[src/rtl/cfg_strobe_tx_if.sv]
// Write-request channel into cfg_strobe_tx.
// One 16-bit config word moves on each cycle where s_valid and s_ready are both high.
//
// Signals:
//   s_valid  master -> slave   write request valid
//   s_ready  slave  -> master  request accepted this cycle when s_valid is high
//   s_addr   master -> slave   config word address (0-7)
//   s_data   master -> slave   config word; [7:0] low byte, [15:8] high byte
//   s_be     master -> slave   byte enables; [0] low byte, [1] high byte
interface cfg_strobe_tx_if;
  logic        s_valid;
  logic        s_ready;
  logic [2:0]  s_addr;
  logic [15:0] s_data;
  logic [1:0]  s_be;

  modport master (
    output s_valid,
    output s_addr,
    output s_data,
    output s_be,
    input  s_ready
  );

  modport slave (
    input  s_valid,
    input  s_addr,
    input  s_data,
    input  s_be,
    output s_ready
  );
endinterface

[src/rtl/cfg_strobe_tx.sv]
// Transmitter for the synth's byte-wide config port.
// Buffers 16-bit config-word writes in a small FIFO and sends each enabled byte as a strobed
// transfer. For every byte, data, address and byte select are set up first, then a strobe pulse
// follows, and then a low tail during which they are still held. The strobe is long enough to cover
// the receiver's 2-flop synchronizer plus its write-deferral retries.
//
// Ports:
//   clk         clock
//   rst_n       asynchronous active-low reset
//   req         write-request channel (slave side): s_valid/s_ready/s_addr/s_data/s_be
//   cfg_data    byte to the receiver's ui_in
//   cfg_addr    word address, to uio_in[3:1]
//   cfg_addr0   byte select (0 low, 1 high), to uio_in[0]
//   cfg_strobe  write strobe, to uio_in[7]
//   busy        FIFO non-empty or a transfer in progress
module cfg_strobe_tx #(
  parameter int unsigned FIFO_LOG2    = 2,
  parameter int unsigned SETUP_CYCLES = 2,
  parameter int unsigned HIGH_CYCLES  = 8,
  parameter int unsigned LOW_CYCLES   = 4
) (
  input  logic                clk,
  input  logic                rst_n,
  cfg_strobe_tx_if.slave      req,
  output logic [7:0]          cfg_data,
  output logic [2:0]          cfg_addr,
  output logic                cfg_addr0,
  output logic                cfg_strobe,
  output logic                busy
);

  // ---------------------------------------------------------------------------------------------
  // Phase counter sizing
  // ---------------------------------------------------------------------------------------------
  localparam int unsigned Depth  = 1 << FIFO_LOG2;
  localparam int unsigned CntMax = (SETUP_CYCLES > HIGH_CYCLES) ?
                                   ((SETUP_CYCLES > LOW_CYCLES) ? SETUP_CYCLES : LOW_CYCLES) :
                                   ((HIGH_CYCLES > LOW_CYCLES) ? HIGH_CYCLES : LOW_CYCLES);
  localparam int unsigned CntW   = (CntMax > 1) ? $clog2(CntMax) : 1;

  // The counter holds "cycles remaining minus one", so a phase of N cycles loads N-1.
  localparam logic [CntW-1:0] SetupLoad = CntW'(SETUP_CYCLES - 1);
  localparam logic [CntW-1:0] HighLoad  = CntW'(HIGH_CYCLES - 1);
  localparam logic [CntW-1:0] LowLoad   = CntW'(LOW_CYCLES - 1);

  typedef enum logic [1:0] {
    StIdle,
    StSetup,
    StHigh,
    StLow
  } state_e;

  typedef struct packed {
    logic [2:0]  addr;
    logic [15:0] data;
    logic [1:0]  be;
  } entry_t;

  // ---------------------------------------------------------------------------------------------
  // FIFO
  // ---------------------------------------------------------------------------------------------
  // Pointers carry one extra bit so that full and empty differ only in the MSB.
  entry_t             mem_q [Depth];
  logic [FIFO_LOG2:0] wptr_q, wptr_d;
  logic [FIFO_LOG2:0] rptr_q, rptr_d;
  logic               fifo_empty;
  logic               fifo_full;
  logic               push;
  logic               pop;
  entry_t             head;

  assign fifo_empty = (wptr_q == rptr_q);
  assign fifo_full  = (wptr_q[FIFO_LOG2] != rptr_q[FIFO_LOG2]) &&
                      (wptr_q[FIFO_LOG2-1:0] == rptr_q[FIFO_LOG2-1:0]);
  assign req.s_ready = !fifo_full;
  assign push        = req.s_valid && !fifo_full;
  assign head        = mem_q[rptr_q[FIFO_LOG2-1:0]];

  always_comb begin
    wptr_d = wptr_q;
    rptr_d = rptr_q;
    if (push) begin
      wptr_d = wptr_q + 1'b1;
    end
    if (pop) begin
      rptr_d = rptr_q + 1'b1;
    end
  end

  // Storage needs no reset: a word is only read after it has been written.
  always_ff @(posedge clk) begin
    if (push) begin
      mem_q[wptr_q[FIFO_LOG2-1:0]] <= '{addr: req.s_addr, data: req.s_data, be: req.s_be};
    end
  end

  always_ff @(posedge clk or negedge rst_n) begin
    if (!rst_n) begin
      wptr_q <= '0;
      rptr_q <= '0;
    end else begin
      wptr_q <= wptr_d;
      rptr_q <= rptr_d;
    end
  end

  // ---------------------------------------------------------------------------------------------
  // Transfer FSM
  // ---------------------------------------------------------------------------------------------
  state_e          state_q, state_d;
  logic [CntW-1:0] cnt_q, cnt_d;
  logic [7:0]      hi_byte_q, hi_byte_d;   // high byte kept for the second half of a 2-byte word
  logic            pend_hi_q, pend_hi_d;   // high byte still to send after the current one
  logic [7:0]      cfg_data_q, cfg_data_d;
  logic [2:0]      cfg_addr_q, cfg_addr_d;
  logic            cfg_addr0_q, cfg_addr0_d;
  logic            cfg_strobe_q, cfg_strobe_d;

  always_comb begin
    state_d      = state_q;
    cnt_d        = cnt_q;
    hi_byte_d    = hi_byte_q;
    pend_hi_d    = pend_hi_q;
    cfg_data_d   = cfg_data_q;
    cfg_addr_d   = cfg_addr_q;
    cfg_addr0_d  = cfg_addr0_q;
    cfg_strobe_d = cfg_strobe_q;
    pop          = 1'b0;

    unique case (state_q)
      StIdle: begin
        if (!fifo_empty) begin
          pop = 1'b1;
          // A word with no enabled bytes is consumed without touching the bus.
          if (head.be != 2'b00) begin
            state_d    = StSetup;
            cnt_d      = SetupLoad;
            cfg_addr_d = head.addr;
            hi_byte_d  = head.data[15:8];
            pend_hi_d  = (head.be == 2'b11);
            if (head.be[0]) begin
              cfg_data_d  = head.data[7:0];
              cfg_addr0_d = 1'b0;
            end else begin
              cfg_data_d  = head.data[15:8];
              cfg_addr0_d = 1'b1;
            end
          end
        end
      end

      StSetup: begin
        if (cnt_q == '0) begin
          state_d      = StHigh;
          cnt_d        = HighLoad;
          cfg_strobe_d = 1'b1;
        end else begin
          cnt_d = cnt_q - 1'b1;
        end
      end

      StHigh: begin
        if (cnt_q == '0) begin
          state_d      = StLow;
          cnt_d        = LowLoad;
          cfg_strobe_d = 1'b0;
        end else begin
          cnt_d = cnt_q - 1'b1;
        end
      end

      StLow: begin
        if (cnt_q == '0) begin
          if (pend_hi_q) begin
            // Second byte of the same word: address is unchanged, only data and select move.
            state_d     = StSetup;
            cnt_d       = SetupLoad;
            cfg_data_d  = hi_byte_q;
            cfg_addr0_d = 1'b1;
            pend_hi_d   = 1'b0;
          end else begin
            state_d = StIdle;
          end
        end else begin
          cnt_d = cnt_q - 1'b1;
        end
      end

      default: begin
        state_d      = StIdle;
        cfg_strobe_d = 1'b0;
      end
    endcase
  end

  always_ff @(posedge clk or negedge rst_n) begin
    if (!rst_n) begin
      state_q      <= StIdle;
      cnt_q        <= '0;
      hi_byte_q    <= '0;
      pend_hi_q    <= 1'b0;
      cfg_data_q   <= '0;
      cfg_addr_q   <= '0;
      cfg_addr0_q  <= 1'b0;
      cfg_strobe_q <= 1'b0;
    end else begin
      state_q      <= state_d;
      cnt_q        <= cnt_d;
      hi_byte_q    <= hi_byte_d;
      pend_hi_q    <= pend_hi_d;
      cfg_data_q   <= cfg_data_d;
      cfg_addr_q   <= cfg_addr_d;
      cfg_addr0_q  <= cfg_addr0_d;
      cfg_strobe_q <= cfg_strobe_d;
    end
  end

  // ---------------------------------------------------------------------------------------------
  // Outputs
  // ---------------------------------------------------------------------------------------------
  assign cfg_data   = cfg_data_q;
  assign cfg_addr   = cfg_addr_q;
  assign cfg_addr0  = cfg_addr0_q;
  assign cfg_strobe = cfg_strobe_q;
  assign busy       = !fifo_empty || (state_q != StIdle);

endmodule
[src/flat_wrapper.sv]
// flat-port wrapper written by rule: the top's interface ports become plain ports
module cfg_strobe_tx_flat 
#(
  parameter int unsigned FIFO_LOG2    = 2,
  parameter int unsigned SETUP_CYCLES = 2,
  parameter int unsigned HIGH_CYCLES  = 8,
  parameter int unsigned LOW_CYCLES   = 4
)
  (clk, rst_n, cfg_data, cfg_addr, cfg_addr0, cfg_strobe, busy, req_s_valid, req_s_addr, req_s_data, req_s_be, req_s_ready);
  cfg_strobe_tx_if req_i ();
  input  logic clk;
  input  logic rst_n;
  output logic [7:0] cfg_data;
  output logic [2:0] cfg_addr;
  output logic cfg_addr0;
  output logic cfg_strobe;
  output logic busy;
  input wire logic [$bits(req_i.s_valid)-1:0] req_s_valid;
  input wire logic [$bits(req_i.s_addr)-1:0] req_s_addr;
  input wire logic [$bits(req_i.s_data)-1:0] req_s_data;
  input wire logic [$bits(req_i.s_be)-1:0] req_s_be;
  output wire logic [$bits(req_i.s_ready)-1:0] req_s_ready;
  assign req_i.s_valid = req_s_valid;
  assign req_i.s_addr = req_s_addr;
  assign req_i.s_data = req_s_data;
  assign req_i.s_be = req_s_be;
  assign req_s_ready = req_i.s_ready;
  cfg_strobe_tx #(.FIFO_LOG2(FIFO_LOG2), .SETUP_CYCLES(SETUP_CYCLES), .HIGH_CYCLES(HIGH_CYCLES), .LOW_CYCLES(LOW_CYCLES)) u_core (.clk(clk), .rst_n(rst_n), .req(req_i), .cfg_data(cfg_data), .cfg_addr(cfg_addr), .cfg_addr0(cfg_addr0), .cfg_strobe(cfg_strobe), .busy(busy));
endmodule
[config.mk]
export PLATFORM = sky130hd
export DESIGN_NAME = cfg_strobe_tx_flat
export DESIGN_NICKNAME = d
export VERILOG_FILES = /design/src/rtl/cfg_strobe_tx_if.sv /design/src/rtl/cfg_strobe_tx.sv /design/src/flat_wrapper.sv
export SDC_FILE = /design/constraint.sdc
export NUM_CORES = 1
export LEC_CHECK = 0
export ABC_AREA = 1
export CAP_MARGIN = 20
export CORE_MARGIN = 4
export CORE_UTILIZATION = 45
export DETAILED_ROUTE_END_ITERATION = 10
export PLACE_DENSITY = 0.67
export SLEW_MARGIN = 20
export SYNTH_ARGS = -nofsm -noshare
export SYNTH_HDL_FRONTEND = slang
export SYNTH_SLANG_ARGS = --single-unit
[constraint.sdc]
create_clock -name clk -period 2.2 [get_ports clk]
set_input_delay 0.33 -clock clk [delete_from_list [all_inputs] [get_ports clk]]
set_output_delay 0.33 -clock clk [all_outputs]
set_load 0.01 [all_outputs]
==> impl_results.md, run 1 <==
- Initial Utilization: 46.4%
- Wirelength per Cell: 15.1 um
- Core area: 10,900 um^2
- Number of synthesized flops with an enable pin: 84
- WL met1: 4690 um
- PD cells: 1610 nW/um^2
- Warnings from Yosys: 0
- I/O Buffers: 38
- Post-synthesis adder-cell area fraction: 2.47%
- CTS buffer count: 17
- Die Wd: 114 um
- Critical R2R Launch: u_core.rptr_q[0]
- Period utilisation layout: 94.8%
- Setup Skew: 0.00869 ns
- Pwr Total: 10.0 mW
- Status: completed
- Max_cap viols: 0
- Hold_ws: 0.319 ns
- Placed cell area: 5610 um^2
- Area of the die: 13,000 um^2
- Worst skew pair latency: 0.41 ns
- Reg-to-reg critical path endpoint: u_core.cnt_q[2]
- First-pass GRT wire length: 17,000 um
- Setup Viol. Count Final: 0
- Final nets: 559
- Critical Path RT: 1.87 ns
- Iteration count of the initial detailed-routing pass: 5
- FF-to-FF setup slack: 0.30 ns
- Setup_tns: 0 ns
- All-Layer GR Usage: 17.0%
- CTS tree: yes
- H-tree depth: 4
- Area Growth Syn to Fin: 22.3%
- Most frequent cells after synthesis: nand2_1 (185), edfxtp_1 (84), nand3_1 (46)
- Syn avg cell area: 10.7 um^2
- DR WL met2: 4840 um
- Final worst slack: 0.115 ns
- Root Buffer: clkbuf_16
- Area leader, netlist: edfxtp_1
- CP max FO: 11
- Total Wirelength: 10,200 um
- Clk buf depth: 2
- Mux cell area share after synthesis: 0%
- Synth Area in Simple Gates: 23.1%
- Main synth FF type: edfxtp_1
- HPWL after DPL: 6380 um
- Area fraction in compound gates after synthesis: 3.41%
- Final min period: 2.09 ns
- Post-route design area: 6200 um^2
- Initial detailed-routing violation count: 341
- Total number of vias: 3,436
- Pre-CTS WS: 0.192 ns
- Post-Synthesis Cells: 472
- Fillers: 933
- Synth Cell Area: 5070 um^2
- Syn nets: 506
- Achievable Freq: 480 MHz
- Placement row count: 38
- Top post-synthesis cells by area: edfxtp_1 (50%), dfrtp_1 (16%), nand2_1 (14%)
- Layout cells sized above 1: 11.5%
- Vias per cell: 5.07
- Hold buffers post-CTS: 0
- Sequential area share after synthesis: 66.0%
- Pin count of the biggest net entering global routing: 44
- Share of the synthesized area in the top cell type: 49.8%
- Synth Area in XOR/XNOR: 1.01%
- Final Hold Fails: 0
- Setup crit start kind: register
- #FFs+latches synth: 117
- Grt ovf: 0
- Max IR drop VDD: 0.000797 V
- RSZ-0062 raised after global routing: false
- Post-route antenna net violation count: 0
- Initial antenna violation count: 0
- Min-delay worst type: in2async
- Antenna Cells: 0
- Height of the die: 114 um
- Reg2Reg Depth: 10
- CTS sink cnt: 117
- CP Class: reg2out
- Finished Layout Cells: 678
- LEAKAGE: 2.57 nW
- Synth cell types: 30
- Max-slew violations: 0
- Vias in the first global route: 3,375
- DRC errors left: 0
- Largest family of logic cells by synthesized area: simple AND/OR/NAND/NOR gates
- Cell with the most instances after synthesis: nand2_1
- Clock transition at path regs: 0.06 ns
- Post-CTS Setup Inserts: 0
- Slew @ Worst Pin: 0.438 ns
- Ys async rst share: 28.2%
- Dpl cells: 646
- Worst EP arrival: 1.76 ns
- # IOs: 39
- Slew headroom: 70.8%
- Met3 WL: 548 um
- Final core occ: 56.7%
- GP Congestion: 0.850
- Endpoint type of the worst setup path: output pin
- Top layer in use: met4
-- critical path, stage by stage (launching register included) --
cell	delay, ns
dfrtp_1	0.43
inv_4	0.15
nand2_1	0.08
nand2_1	0.17
nand4_4	0.18
dlygate4sd2_1	0.34
-- worst max path at each step --
stage | from | to | slack [ns] | depth (start not counted)
global placement | u_core.rptr_q[0] | u_core.cfg_data[2] | 0.27 | 11
floorplan | u_core.rptr_q[0] | u_core.mem_q[2][0] | -0.04 | 7
detailed placement | u_core.rptr_q[0] | u_core.cfg_addr[1] | 0.19 | 8
finish | u_core.rptr_q[0] | busy | 0.11 | 5
global route | u_core.rptr_q[0] | busy | 0.03 | 5
CTS | u_core.wptr_q[0] | busy | 0.06 | 5
-- cell usage in the layout (no fill, tap or decap), types with 3 or more instances in the layout --
master and count:
nand2_1 185, edfxtp_1 84, nand3_1 46, clkdlybuf4s50_1 36
dfrtp_1 33, inv_1 19, nor2_1 17, clkbuf_16 17
o21ai_0 12, buf_4 12, o21ai_1 11, ha_1 10
inv_6 6, a21oi_1 5, nand4_1 5, xor2_1 4
nand2_2 3, nand3_4 3, o22ai_1 3, clkinv_4 3
-- registers in the layout (all words and copies together) (netlist names), 2 cells and up --
name / count
u_core.hi_byte_q: 8
u_core.rptr_q: 3
u_core.cfg_data: 8
u_core.wptr_q: 3
u_core.state_q: 2
u_core.mem_q: 84
u_core.cnt_q: 3
u_core.cfg_addr: 3
-- repair_timing --
item,CTS,global route
endpoints found under the hold margin,0,0
gates resized for setup,2,3
cloned,0,0
endpoints found under the setup margin,2,12
pin swaps,1,0
-- power breakdown --
part           total, mW  internal, mW  switching (mW)
sequential          3.37          3.07           0.296
clock               2.61          1.58            1.03
combinational       4.03          1.40            2.63
-- metal layers --
metal  vias up  GRT usage [%]
met4         0           6.02
met1      1628           23.1
met2        89           26.6
met5         -              0
li1       1704              -
met3        15           4.18
-- final cells by class --
class | count | area (um^2) | area share [%]
sequential | 117 | 3350 | 54.0
clock buffer | 17 | 425 | 6.86
timing repair buffer | 51 | 479 | 7.73
clock inverter | 15 | 144 | 2.32
tap | 140 | 175 | 2.83
inverter | 23 | 88.8 | 1.43
multi-input combinational | 315 | 1540 | 24.8
-- kinds of logic (layout without fill, tap and decap cells) --
logic type | after synthesis | after routing
compound gates | 33 | 33
xor+xnor | 5 | 5
fa+ha+maj | 10 | 10
buf+inv | 40 | 106
flops | 117 | 117
simple gates | 267 | 267
(Power assumes the default switching activity.)
==> inputs of run 2 (changes only) <==
Settings changed: RECOVER_POWER set to 100.
==> run 2 against run 1 <==
Clock skew down 0.00063 ns. Count of clock-buffer cells in the layout stayed put. Clock power about the same. Non-clock buffer count unchanged. Global-route usage unchanged. Final cell count is the same. Fmax up 1.5%. Critical path type unchanged.
==> impl_results.md, run 2 (synthesis gave the netlist of run 1 again) <==
- Status: completed
- Setup Viol. Count Final: 0 (unchanged)
- Max-slew violations: 0 (unchanged)
- CP Class: reg2out
- Final Hold Fails: 0 (unchanged)
- Period utilisation layout: 93.4% (-1.4 points)
- Setup crit start kind: register
- # IOs: 39 (unchanged)
- Worst path slowest cell: dfrtp_1
- Sequential standard cell area: 3350 um^2 (unchanged)
- Final min period: 2.06 ns (-0.0303 ns)
- Pwr Total: 9.86 mW (-1.5%)
- Initial detailed-routing violation count: 355 (+4.1%)
- Vias per cell: 5.13 (+1.2%)
- Hold buffers post-CTS: 0 (unchanged)
- Die Wd: 114 um (unchanged)
- GP Congestion: 0.850 (unchanged)
- Most common cell after layout, fill and taps aside: nand2_1
- DRC errors left: 0 (unchanged)
- H-tree depth: 4 (unchanged)
- Grt ovf: 0 (unchanged)
- Area of the die: 13,000 um^2 (unchanged)
- Achievable Freq: 487 MHz (+1.5%)
- Area Growth Syn to Fin: 21.7%
- Vias in the first global route: 3,375 (unchanged)
- CTS buffer count: 17 (unchanged)
- Final nets: 559 (unchanged)
- Total Wirelength: 10,200 um (-0.17%)
- Endpoint type of the worst setup path: output pin
- LEAKAGE: 2.58 nW (+0.30%)
- Min-delay worst type: reg2reg
- Antenna Cells: 0 (unchanged)
- I/O Buffers: 38 (unchanged)
- Max stage delay on crit path: 0.44 ns (about the same)
- Slew headroom: 44.4% (-26 points)
- Pin count of the biggest net entering global routing: 44 (unchanged)
- Placement row count: 38 (unchanged)
- Multi-input gate area: 1510 um^2 (-1.8%)
- Fillers: 940 (+0.75%)
- CP delay by family, top: buffers and inverters
- HPWL after DPL: 6380 um (unchanged)
- Root Buffer: clkbuf_16
- Total number of vias: 3,478 (+1.2%)
- All-Layer GR Usage: 17.0% (unchanged)
- CP max FO: 6 (-5)
- CTS sink cnt: 117 (unchanged)
- Height of the die: 114 um (unchanged)
- CP bufs+invs: 2 (unchanged)
- Post-route antenna net violation count: 0 (unchanged)
- RSZ-0062 raised after global routing: false
- Max FFs per register: 84 (unchanged)
- Crit path cell chain: inv_1 > ha_1 > nand4_4 > dlygate4sd2_1
- Slew @ Worst Pin: 0.834 ns (+0.396 ns)
- CTS tree: yes
- Initial Utilization: 46.4% (unchanged)
- Worst skew pair latency: 0.41 ns (about the same)
- Hold_ws: 0.471 ns (+0.152 ns)
- Setup Skew: 0.00806 ns (-0.000634 ns)
- First-pass GRT wire length: 17,000 um (unchanged)
- Initial antenna violation count: 0 (unchanged)
- Layout cells sized above 1: 10.4% (-1.1 points)
- Critical Path RT: 1.87 ns (about the same)
- Clk buf depth: 2 (unchanged)
- Max_cap viols: 0 (unchanged)
- Most frequent cells in the layout: nand2_1 (187), edfxtp_1 (84), nand3_1 (48)
- Iteration count of the initial detailed-routing pass: 5 (unchanged)
- Clock transition at path regs: 0.06 ns (about the same)
- Wirelength per Cell: 15.1 um (-0.17%)
- Max IR drop VDD: 0.000798 V (+0.10%)
- Post-CTS Setup Inserts: 0 (unchanged)
- Core area: 10,900 um^2 (unchanged)
- PD cells: 1600 nW/um^2 (-0.97%)
- Worst EP arrival: 1.73 ns (-0.03 ns)
==> run 2: final timing paths <==
kind                               startpoint                  to  slack [ns]  depth (start not counted)
setup / recovery            u_core.state_q[0]                busy        0.14                          4
hold reg to reg            u_core.cfg_data[7]  u_core.cfg_data[7]        0.47                          2
max in group asynchronous               rst_n  u_core.cfg_addr[1]        1.12                          2
setup reg to reg             u_core.rptr_q[0]     u_core.cnt_q[2]        0.22                         10
hold / removal             u_core.cfg_data[7]  u_core.cfg_data[7]        0.47                          2
min in group asynchronous               rst_n     u_core.cnt_q[0]        0.54                          2
==> run 2: power breakdown <==
group	total [mW]	internal (mW)	leakage (nW)	switching (mW)
registers	3.36	3.07	1.17	0.287
clock network	2.61	1.58	0.275	1.03
logic	3.90	1.31	1.14	2.58
==> run 2: worst min-delay path, stage by stage (launching register included) <==
cell and delay, ns:
dfrtp_1 0.33, nand2_1 0.05, nand2_1 0.05
==> run 2: repair_timing <==
action                                  in CTS  in global routing
endpoints found under the setup margin       2                 12
pin swaps                                    1                  0
gates cloned                                 0                  0
resized for setup                            2                  3
==> run 2: area by class of cell <==
class                      instances  share of cell area (%)
clock buffer                      17                    6.90
clock inverter                    15                    2.33
inverter                          23                    1.44
multi-input combinational        315                    24.5
sequential                       117                    54.3
tap                              140                    2.84
timing repair buffer              51                    7.73
==> run 2: metal layers <==
metal  wire length (um)  share of wire, %  vias up  GRT usage (%)
met4                150               1.5        0           6.02
met3                558               5.5       14           4.18
met1               4670                46     1657           23.1
met2               4840                47       99           26.6
met5                  0                 0        -              0
li1                   -                 -     1708              -
==> run 2: metrics by stage <==
| step | worst slack, ns | utilization (%) | TNS (ns) | std cells | area [um^2] |
|---|---|---|---|---|---|
| 2_1_floorplan | -0.0356 | - | -2.24 | 472 | 5070 |
| 3_3_place_gp | 0.266 | 51.3 | 0 | 646 | 5610 |
| 3_5_place_dp | 0.192 | 51.3 | 0 | 646 | 5610 |
| 4_1_cts | 0.0625 | 56.5 | 0 | 678 | 6180 |
| 5_1_grt | 0.0496 | 56.4 | 0 | 678 | 6170 |
| 6_report | 0.145 | 56.4 | 0 | 678 | 6170 |
